[config.mk]
export PLATFORM = sky130hd
export DESIGN_NAME = dcache_miss_handler
export DESIGN_NICKNAME = d
export VERILOG_FILES = /design/src/rtl/dcache_miss_handler_pkg.sv /design/src/rtl/dcache_miss_handler_lru.sv /design/src/rtl/dcache_miss_handler.sv
export SDC_FILE = /design/constraint.sdc
export NUM_CORES = 1
export LEC_CHECK = 0
export CAP_MARGIN = 15
export CORE_AREA = 2 2 551 553
export CTS_CLUSTER_DIAMETER = 200
export CTS_CLUSTER_SIZE = 24
export DETAILED_ROUTE_END_ITERATION = 6
export DIE_AREA = 0 0 553 555
export RECOVER_POWER = 50
export SLEW_MARGIN = 30
export SYNTH_ARGS = -nofsm -noshare
export SYNTH_HDL_FRONTEND = slang
export SYNTH_HIERARCHICAL = 1
export SYNTH_SLANG_ARGS = --single-unit
[constraint.sdc]
create_clock -name clk_i -period 3.3 [get_ports clk_i]
set_clock_uncertainty 0.2 [all_clocks]
set_input_delay 0.495 -clock clk_i [delete_from_list [all_inputs] [get_ports clk_i]]
set_output_delay 0.495 -clock clk_i [all_outputs]
set_load 0.01 [all_outputs]
[src/rtl/dcache_miss_handler_pkg.sv]
// ----------------------------------------------------------------------------
// dcache_pkg
//   Shared widths, tag-entry layout and FSM encoding for the data-cache miss
//   handler and its LRU store. The entry stored per way is {valid, dirty, tag}.
// ----------------------------------------------------------------------------
package dcache_pkg;

    localparam int ADDR_W   = 32;               // byte address width
    localparam int INDEX_W  = 4;                // set index width (16 sets)
    localparam int OFFSET_W = 5;                // 32-byte line
    localparam int TAG_W    = 23;               // address tag width
    localparam int LINE_W   = 256;              // line width in bits
    localparam int ENTRY_W  = TAG_W + 2;        // {valid, dirty, tag}
    localparam int NUM_SETS = 1 << INDEX_W;

    // Bit positions inside a stored tag entry
    localparam int VALID_BIT = 24;
    localparam int DIRTY_BIT = 23;

    // Miss FSM state encoding
    localparam logic [2:0] ST_IDLE  = 3'd0;
    localparam logic [2:0] ST_WB    = 3'd1;
    localparam logic [2:0] ST_FETCH = 3'd2;
    localparam logic [2:0] ST_FILL  = 3'd3;
    localparam logic [2:0] ST_DONE  = 3'd4;

    typedef enum logic [2:0] {
        S_IDLE  = ST_IDLE,
        S_WB    = ST_WB,
        S_FETCH = ST_FETCH,
        S_FILL  = ST_FILL,
        S_DONE  = ST_DONE
    } miss_state_e;

    // Line-aligned byte address of a line given its tag and set
    function automatic logic [ADDR_W-1:0] line_addr(input logic [TAG_W-1:0]   tag,
                                                    input logic [INDEX_W-1:0] index);
        return {tag, index, {OFFSET_W{1'b0}}};
    endfunction

endpackage

[src/rtl/dcache_miss_handler_lru.sv]
// ----------------------------------------------------------------------------
// dcache_lru
//   One LRU bit per set for a 2-way cache. The bit names the least-recently
//   used way. A hit on way W or a fill into way W makes the other way LRU.
// Ports
//   clk_i        clock
//   rst_i        asynchronous reset, active-low (clears every bit to 0)
//   rd_index_i   set to look up; rd_lru_o is its current LRU bit
//   hit_we_i     update on hit: lru[hit_index_i] <= ~hit_way_i
//   fill_we_i    update on fill: lru[fill_index_i] <= ~fill_way_i
// ----------------------------------------------------------------------------
module dcache_lru
    import dcache_pkg::*;
(
    input  logic               clk_i,
    input  logic               rst_i,
    input  logic [INDEX_W-1:0] rd_index_i,
    output logic               rd_lru_o,
    input  logic               hit_we_i,
    input  logic [INDEX_W-1:0] hit_index_i,
    input  logic               hit_way_i,
    input  logic               fill_we_i,
    input  logic [INDEX_W-1:0] fill_index_i,
    input  logic               fill_way_i
);

    logic [NUM_SETS-1:0] lru_bits;

    generate
        for (genvar gi = 0; gi < NUM_SETS; gi++) begin : g_set
            logic lru_q;
            logic lru_d;

            // Hits and fills never coincide (hits only update while the
            // handler is idle), but fill is given priority for safety.
            always_comb begin
                lru_d = lru_q;
                if (fill_we_i && (fill_index_i == INDEX_W'(gi))) begin
                    lru_d = ~fill_way_i;
                end else if (hit_we_i && (hit_index_i == INDEX_W'(gi))) begin
                    lru_d = ~hit_way_i;
                end
            end

            always_ff @(posedge clk_i or negedge rst_i) begin
                if (!rst_i) begin
                    lru_q <= 1'b0;
                end else begin
                    lru_q <= lru_d;
                end
            end

            assign lru_bits[gi] = lru_q;
        end
    endgenerate

    assign rd_lru_o = lru_bits[rd_index_i];

endmodule

[src/rtl/dcache_miss_handler.sv]
// ----------------------------------------------------------------------------
// dcache_miss_handler
//   Miss engine for a 2-way data cache. On a miss it picks a victim way,
//   writes it back if valid and dirty, fetches the missing line, then writes
//   tag+data into the cache SRAM. It also maintains the per-set LRU bits.
// Ports
//   clk_i, rst_i                 clock, asynchronous active-low reset
//   access_i/hit_i/hit_way_i     tag-compare result, drives LRU on hits
//   miss_req_i                   start a miss (sampled only when idle)
//   write_i/index_i/tag_i        the missing access
//   way{0,1}_tag_i/_data_i       stored entries/lines of index_i
//   mem_*                        off-chip line port (request held until ack)
//   fill_*                       one-cycle SRAM write of the fetched line
//   busy_o                       high whenever not idle
//   done_o                       one-cycle pulse at completion
//   Every output is a flop; its next value is derived from the next state.
// ----------------------------------------------------------------------------
module dcache_miss_handler
    import dcache_pkg::*;
(
    input  logic               clk_i,
    input  logic               rst_i,
    input  logic               access_i,
    input  logic               hit_i,
    input  logic               hit_way_i,
    input  logic               miss_req_i,
    input  logic               write_i,
    input  logic [INDEX_W-1:0] index_i,
    input  logic [TAG_W-1:0]   tag_i,
    input  logic [ENTRY_W-1:0] way0_tag_i,
    input  logic [ENTRY_W-1:0] way1_tag_i,
    input  logic [LINE_W-1:0]  way0_data_i,
    input  logic [LINE_W-1:0]  way1_data_i,
    output logic               mem_enable_o,
    output logic               mem_write_o,
    output logic [ADDR_W-1:0]  mem_addr_o,
    output logic [LINE_W-1:0]  mem_data_o,
    input  logic [LINE_W-1:0]  mem_data_i,
    input  logic               mem_ack_i,
    output logic               fill_we_o,
    output logic               fill_way_o,
    output logic [ENTRY_W-1:0] fill_tag_o,
    output logic [LINE_W-1:0]  fill_data_o,
    output logic               busy_o,
    output logic               done_o
);

    miss_state_e state_q, state_d;

    // Captured miss context
    logic [INDEX_W-1:0] index_q, index_d;
    logic [TAG_W-1:0]   tag_q, tag_d;
    logic               write_q, write_d;
    logic               victim_way_q, victim_way_d;
    logic [TAG_W-1:0]   victim_tag_q, victim_tag_d;
    logic [LINE_W-1:0]  victim_data_q, victim_data_d;

    // Registered outputs
    logic               mem_enable_q, mem_enable_d;
    logic               mem_write_q, mem_write_d;
    logic [ADDR_W-1:0]  mem_addr_q, mem_addr_d;
    logic [LINE_W-1:0]  mem_data_q, mem_data_d;
    logic               fill_we_q, fill_we_d;
    logic               fill_way_q, fill_way_d;
    logic [ENTRY_W-1:0] fill_tag_q, fill_tag_d;
    logic [LINE_W-1:0]  fill_data_q, fill_data_d;
    logic               busy_q, busy_d;
    logic               done_q, done_d;

    // Victim choice: prefer an invalid way, otherwise evict the LRU way.
    logic               lru_rd;
    logic               vic_way;
    logic [ENTRY_W-1:0] vic_entry;
    logic [LINE_W-1:0]  vic_data;
    logic               hit_update;

    assign vic_way   = !way0_tag_i[VALID_BIT] ? 1'b0 :
                       !way1_tag_i[VALID_BIT] ? 1'b1 : lru_rd;
    assign vic_entry = vic_way ? way1_tag_i : way0_tag_i;
    assign vic_data  = vic_way ? way1_data_i : way0_data_i;

    // A miss in the same cycle as a hit takes precedence; the fill will set
    // the LRU bit for that set anyway.
    assign hit_update = (state_q == S_IDLE) && access_i && hit_i && !miss_req_i;

    dcache_lru u_lru (
        .clk_i        (clk_i),
        .rst_i        (rst_i),
        .rd_index_i   (index_i),
        .rd_lru_o     (lru_rd),
        .hit_we_i     (hit_update),
        .hit_index_i  (index_i),
        .hit_way_i    (hit_way_i),
        .fill_we_i    (fill_we_q),
        .fill_index_i (index_q),
        .fill_way_i   (victim_way_q)
    );

    always_comb begin
        state_d       = state_q;
        index_d       = index_q;
        tag_d         = tag_q;
        write_d       = write_q;
        victim_way_d  = victim_way_q;
        victim_tag_d  = victim_tag_q;
        victim_data_d = victim_data_q;

        case (state_q)
            S_IDLE: begin
                if (miss_req_i) begin
                    index_d       = index_i;
                    tag_d         = tag_i;
                    write_d       = write_i;
                    victim_way_d  = vic_way;
                    victim_tag_d  = vic_entry[TAG_W-1:0];
                    victim_data_d = vic_data;
                    state_d = (vic_entry[VALID_BIT] && vic_entry[DIRTY_BIT]) ? S_WB : S_FETCH;
                end
            end
            S_WB:    if (mem_ack_i) state_d = S_FETCH;
            S_FETCH: if (mem_ack_i) state_d = S_FILL;
            S_FILL:  state_d = S_DONE;
            S_DONE:  state_d = S_IDLE;
            default: state_d = S_IDLE;
        endcase

        // Outputs follow the state being entered so they appear with it.
        mem_enable_d = (state_d == S_WB) || (state_d == S_FETCH);
        mem_write_d  = (state_d == S_WB);
        mem_addr_d   = '0;
        if (state_d == S_WB) begin
            mem_addr_d = line_addr(victim_tag_d, index_d);
        end else if (state_d == S_FETCH) begin
            mem_addr_d = line_addr(tag_d, index_d);
        end
        mem_data_d  = (state_d == S_WB) ? victim_data_d : '0;

        fill_we_d   = (state_d == S_FILL);
        fill_way_d  = fill_we_d & victim_way_d;
        fill_tag_d  = fill_we_d ? {1'b1, write_d, tag_d} : '0;
        // FILL is entered only from FETCH on ack, so the read data goes
        // straight into the fill register.
        fill_data_d = ((state_q == S_FETCH) && mem_ack_i) ? mem_data_i : '0;

        busy_d = (state_d != S_IDLE);
        done_d = (state_d == S_DONE);
    end

    always_ff @(posedge clk_i or negedge rst_i) begin
        if (!rst_i) begin
            state_q       <= S_IDLE;
            index_q       <= '0;
            tag_q         <= '0;
            write_q       <= 1'b0;
            victim_way_q  <= 1'b0;
            victim_tag_q  <= '0;
            victim_data_q <= '0;
            mem_enable_q  <= 1'b0;
            mem_write_q   <= 1'b0;
            mem_addr_q    <= '0;
            mem_data_q    <= '0;
            fill_we_q     <= 1'b0;
            fill_way_q    <= 1'b0;
            fill_tag_q    <= '0;
            fill_data_q   <= '0;
            busy_q        <= 1'b0;
            done_q        <= 1'b0;
        end else begin
            state_q       <= state_d;
            index_q       <= index_d;
            tag_q         <= tag_d;
            write_q       <= write_d;
            victim_way_q  <= victim_way_d;
            victim_tag_q  <= victim_tag_d;
            victim_data_q <= victim_data_d;
            mem_enable_q  <= mem_enable_d;
            mem_write_q   <= mem_write_d;
            mem_addr_q    <= mem_addr_d;
            mem_data_q    <= mem_data_d;
            fill_we_q     <= fill_we_d;
            fill_way_q    <= fill_way_d;
            fill_tag_q    <= fill_tag_d;
            fill_data_q   <= fill_data_d;
            busy_q        <= busy_d;
            done_q        <= done_d;
        end
    end

    assign mem_enable_o = mem_enable_q;
    assign mem_write_o  = mem_write_q;
    assign mem_addr_o   = mem_addr_q;
    assign mem_data_o   = mem_data_q;
    assign fill_we_o    = fill_we_q;
    assign fill_way_o   = fill_way_q;
    assign fill_tag_o   = fill_tag_q;
    assign fill_data_o  = fill_data_q;
    assign busy_o       = busy_q;
    assign done_o       = done_q;

endmodule

==> results.sh <==
export IMPL_status="complete, but fails checks"
export IMPL_violations="capacitance limit, slew limit"
export IMPL_wirelength_um=221100
export IMPL_synth_flop_cell="dfrtp_1"
export IMPL_worstPathArrival_ps=3570
export IMPL_rsz0062_at_grt="no"
export IMPL_synth_edf_count=0
export IMPL_min_to="victim_way_q$_DFF_PN0_"
export IMPL_relSlewSlack_pct=-2.397
export IMPL_fin_area_mm2=0.05650
export IMPL_ys_seq_area_share_pct=63.93
export IMPL_num_vias=28981
export IMPL_cts_resized=0
export IMPL_drt_wirelength_per_cell_um=26.86
export IMPL_regToRegSetupSlack_ps=170
export IMPL_hpwl_um=188100
export IMPL_synth_area_mm2=0.03507
export IMPL_antenna_found_initial=242
export IMPL_viasPerCell=3.521
export IMPL_place_area_mm2=0.05524
export IMPL_ys_async_sr_fraction_pct=100.0
export IMPL_row_count=202
export IMPL_clk_latency_ps=730
export IMPL_fin_crit_ps=3186
export IMPL_hold_class="in2reg"
export IMPL_drc=0
export IMPL_postSynthCellCount=2719
export IMPL_worstHoldStart="way0_tag_i[24]"
export IMPL_post_cts_buffers=0
export IMPL_fillerInstances=32877
export IMPL_grt_overflow=0
export IMPL_seqCellArea_mm2=0.02242
export IMPL_multi_input_area_mm2=0.01143
export IMPL_cts_buffer_depth=3
export IMPL_slew_viol_final=106
export IMPL_h_tree_depth=2
export IMPL_tightest_slew_ps=1536
export IMPL_first_pass_iters=7
export IMPL_yosysWarnings=6
export IMPL_yosysTopAreaCell="dfrtp_1"
export IMPL_fin_hold_ws_ps=112.7
export IMPL_grt_max_degree=88
export IMPL_yosys_register_bits=896
export IMPL_cts_made_buffers=47
export IMPL_worst_setup_path_type="in2reg"
export IMPL_power_density_mw_per_mm2=665.8
export IMPL_yosysMostFrequentCell="dfrtp_1"
export IMPL_dp_slack_ps=-661.3
export IMPL_grt_pass1_vias=29286
export IMPL_r2r_start="u_lru/g_set[10].lru_q$_DFFE_PN0P_"
export IMPL_setup_ws_ps=114.0
export IMPL_drt_iter0_markers=1944
export IMPL_cp_start_kind="primary input"
export IMPL_maxCapViolCount=2
export IMPL_avgSynthCellArea_um2=12.90
export IMPL_core_area_mm2=0.3013
export IMPL_die_x_um=553
export IMPL_worstHoldPathCells=3
export IMPL_fin_util_pct=18.76
export IMPL_leakagePower_nw=23.08
export IMPL_synth_commonest_cells="896 x dfrtp_1, 341 x nor2_1, 283 x mux2i_1"
export IMPL_synthTopCellsByArea="dfrtp_1 64%, mux2i_1 8.1%, a211oi_2 7.3%"
export IMPL_cts_tree="built"
export IMPL_cts_num_sinks=896
export IMPL_area_delta_synth_final_pct=61.10
export IMPL_path_max_fanout=24
export IMPL_fmax_mhz=313.9
export IMPL_ant_nets=0
export IMPL_required_ps=3690
export IMPL_grt_pass1_wl_um=284200
export IMPL_die_y_um=555
export IMPL_reg2reg_depth=8
export IMPL_ir_worst_vdd_uv=446.5
export IMPL_synth_cell_types=48
export IMPL_setup_viol=0
export IMPL_endpoint_kind="flop"
export IMPL_grt_use_total_pct=13.88
export IMPL_ios=1428
export IMPL_synth_top_area_share_pct=63.93
export IMPL_portBuffers=1422
export IMPL_rr_endpoint="mem_addr_o[20]$_DFF_PN0_"
export IMPL_drive_above_1_share_pct=10.78
export IMPL_fp_dieArea_mm2=0.3069
export IMPL_hold_buffers=13
export IMPL_gp_congestion=0.9427
export IMPL_hold_violations=0
export IMPL_post_route_period_util_pct=96.55
export IMPL_clockRootBuffer="clkbuf_16"
export IMPL_num_nets_final=5056
export IMPL_cts_clk_slew_worst_paths_ps=90
export IMPL_start_util_pct=11.64
[area by class of cell]
| cell class | count | area share, % |
|---|---|---|
| Antenna cell | 43 | 0.1904 |
| Multi-Input combinational cell | 1591 | 20.22 |
| Tap cell | 3978 | 8.809 |
| Timing Repair Buffer | 1639 | 28.51 |
| Clock buffer | 50 | 2.177 |
| Clock inverter | 7 | 0.2126 |
| Sequential cell | 896 | 39.68 |
| Inverter | 28 | 0.1993 |
[layout by cell type (no fill, tap or decap), drive strengths merged, types with 2 or more instances in the layout]
master / count
nor3b: 2
clkbuf: 99
o2bb2ai: 2
mux2: 5
o32ai: 23
o31ai: 15
dfrtp: 896
a211oi: 279
and3: 38
clkdlybuf4s50: 1395
buf: 160
nor2b: 9
nand3: 2
nor3: 6
and3b: 3
or4: 4
conb: 5
dlygate4sd3: 35
nand2b: 4
nand2: 8
inv: 35
mux2i: 283
nor2: 342
nand3b: 4
and2: 259
a21oi: 272
mux4: 4
or3: 11
diode: 43
or2: 2
[how the worst max path moves through the flow]
stage,to,cells after the start,slack (ps),from
after floorplan,victim_data_q[245]$_DFF_PN0_,10,700,index_i[0]
after global placement,mem_data_o[4]$_DFF_PN0_,11,-640,index_i[0]
after detailed placement,mem_data_o[4]$_DFF_PN0_,11,-660,index_i[0]
after CTS,mem_data_o[4]$_DFF_PN0_,9,150,u_lru/g_set[11].lru_q$_DFFE_PN0P_
after global routing,mem_data_o[4]$_DFF_PN0_,9,30,u_lru/g_set[11].lru_q$_DFFE_PN0P_
final,mem_addr_o[20]$_DFF_PN0_,10,110,index_i[0]
[flip-flops by register name (all words and copies together), names as in the netlist, 3 cells and up]
name / cells
fill_data_o: 256
mem_data_o: 256
victim_data_q: 256
mem_addr_o: 27
fill_tag_o: 25
tag_q: 23
victim_tag_q: 23
u_lru/g_set.lru_q: 16
index_q: 4
state_q: 3
[power by group]
part	switching (mW)	internal (mW)	leakage, nW
Clock	4.06	2.74	0.663
Combinational	8.53	6.63	11.0
Sequential	1.33	14.3	11.4
Total	13.9	23.7	23.1
[worst max-delay path, cell delays in order]
cell	delay (ps)
clkdlybuf4s50_1	480
buf_4	180
mux4_2	510
mux2i_1	170
mux2i_1	170
nand2b_2	290
buf_4	270
and3_1	230
a211oi_1	550
o32ai_1	190
[per-layer routing]
metal	global-route usage (%)	routed length [µm]	vias up
met4	4.110	8376	120
met2	22.84	101700	1587
met5	0	814	-
met1	15.82	85240	14397
met3	6.658	24980	488
li1	-	-	12389
[through the flow]
| stage | instances | power [mW] | setup TNS (ps) |
|---|---|---|---|
| 2_1_floorplan | 2723 | 22.97 | 0 |
| 3_3_place_gp | 8118 | 30.95 | -248600 |
| 3_5_place_dp | 8118 | 31.32 | -254400 |
| 4_1_cts | 8188 | 38.41 | 0 |
| 5_1_grt | 8209 | 39.85 | 0 |
| 6_report | 8232 | 37.62 | 0 |
[logic make-up after synthesis]
logic type	synth area share, %
AOI/OAI and AO/OA	13.89
DFF	63.93
muxes	8.494
other	0.01069
and+or+nand+nor	10.06
buffers and inverters	3.624
No activity file was read; power rests on OpenSTA's default activity.
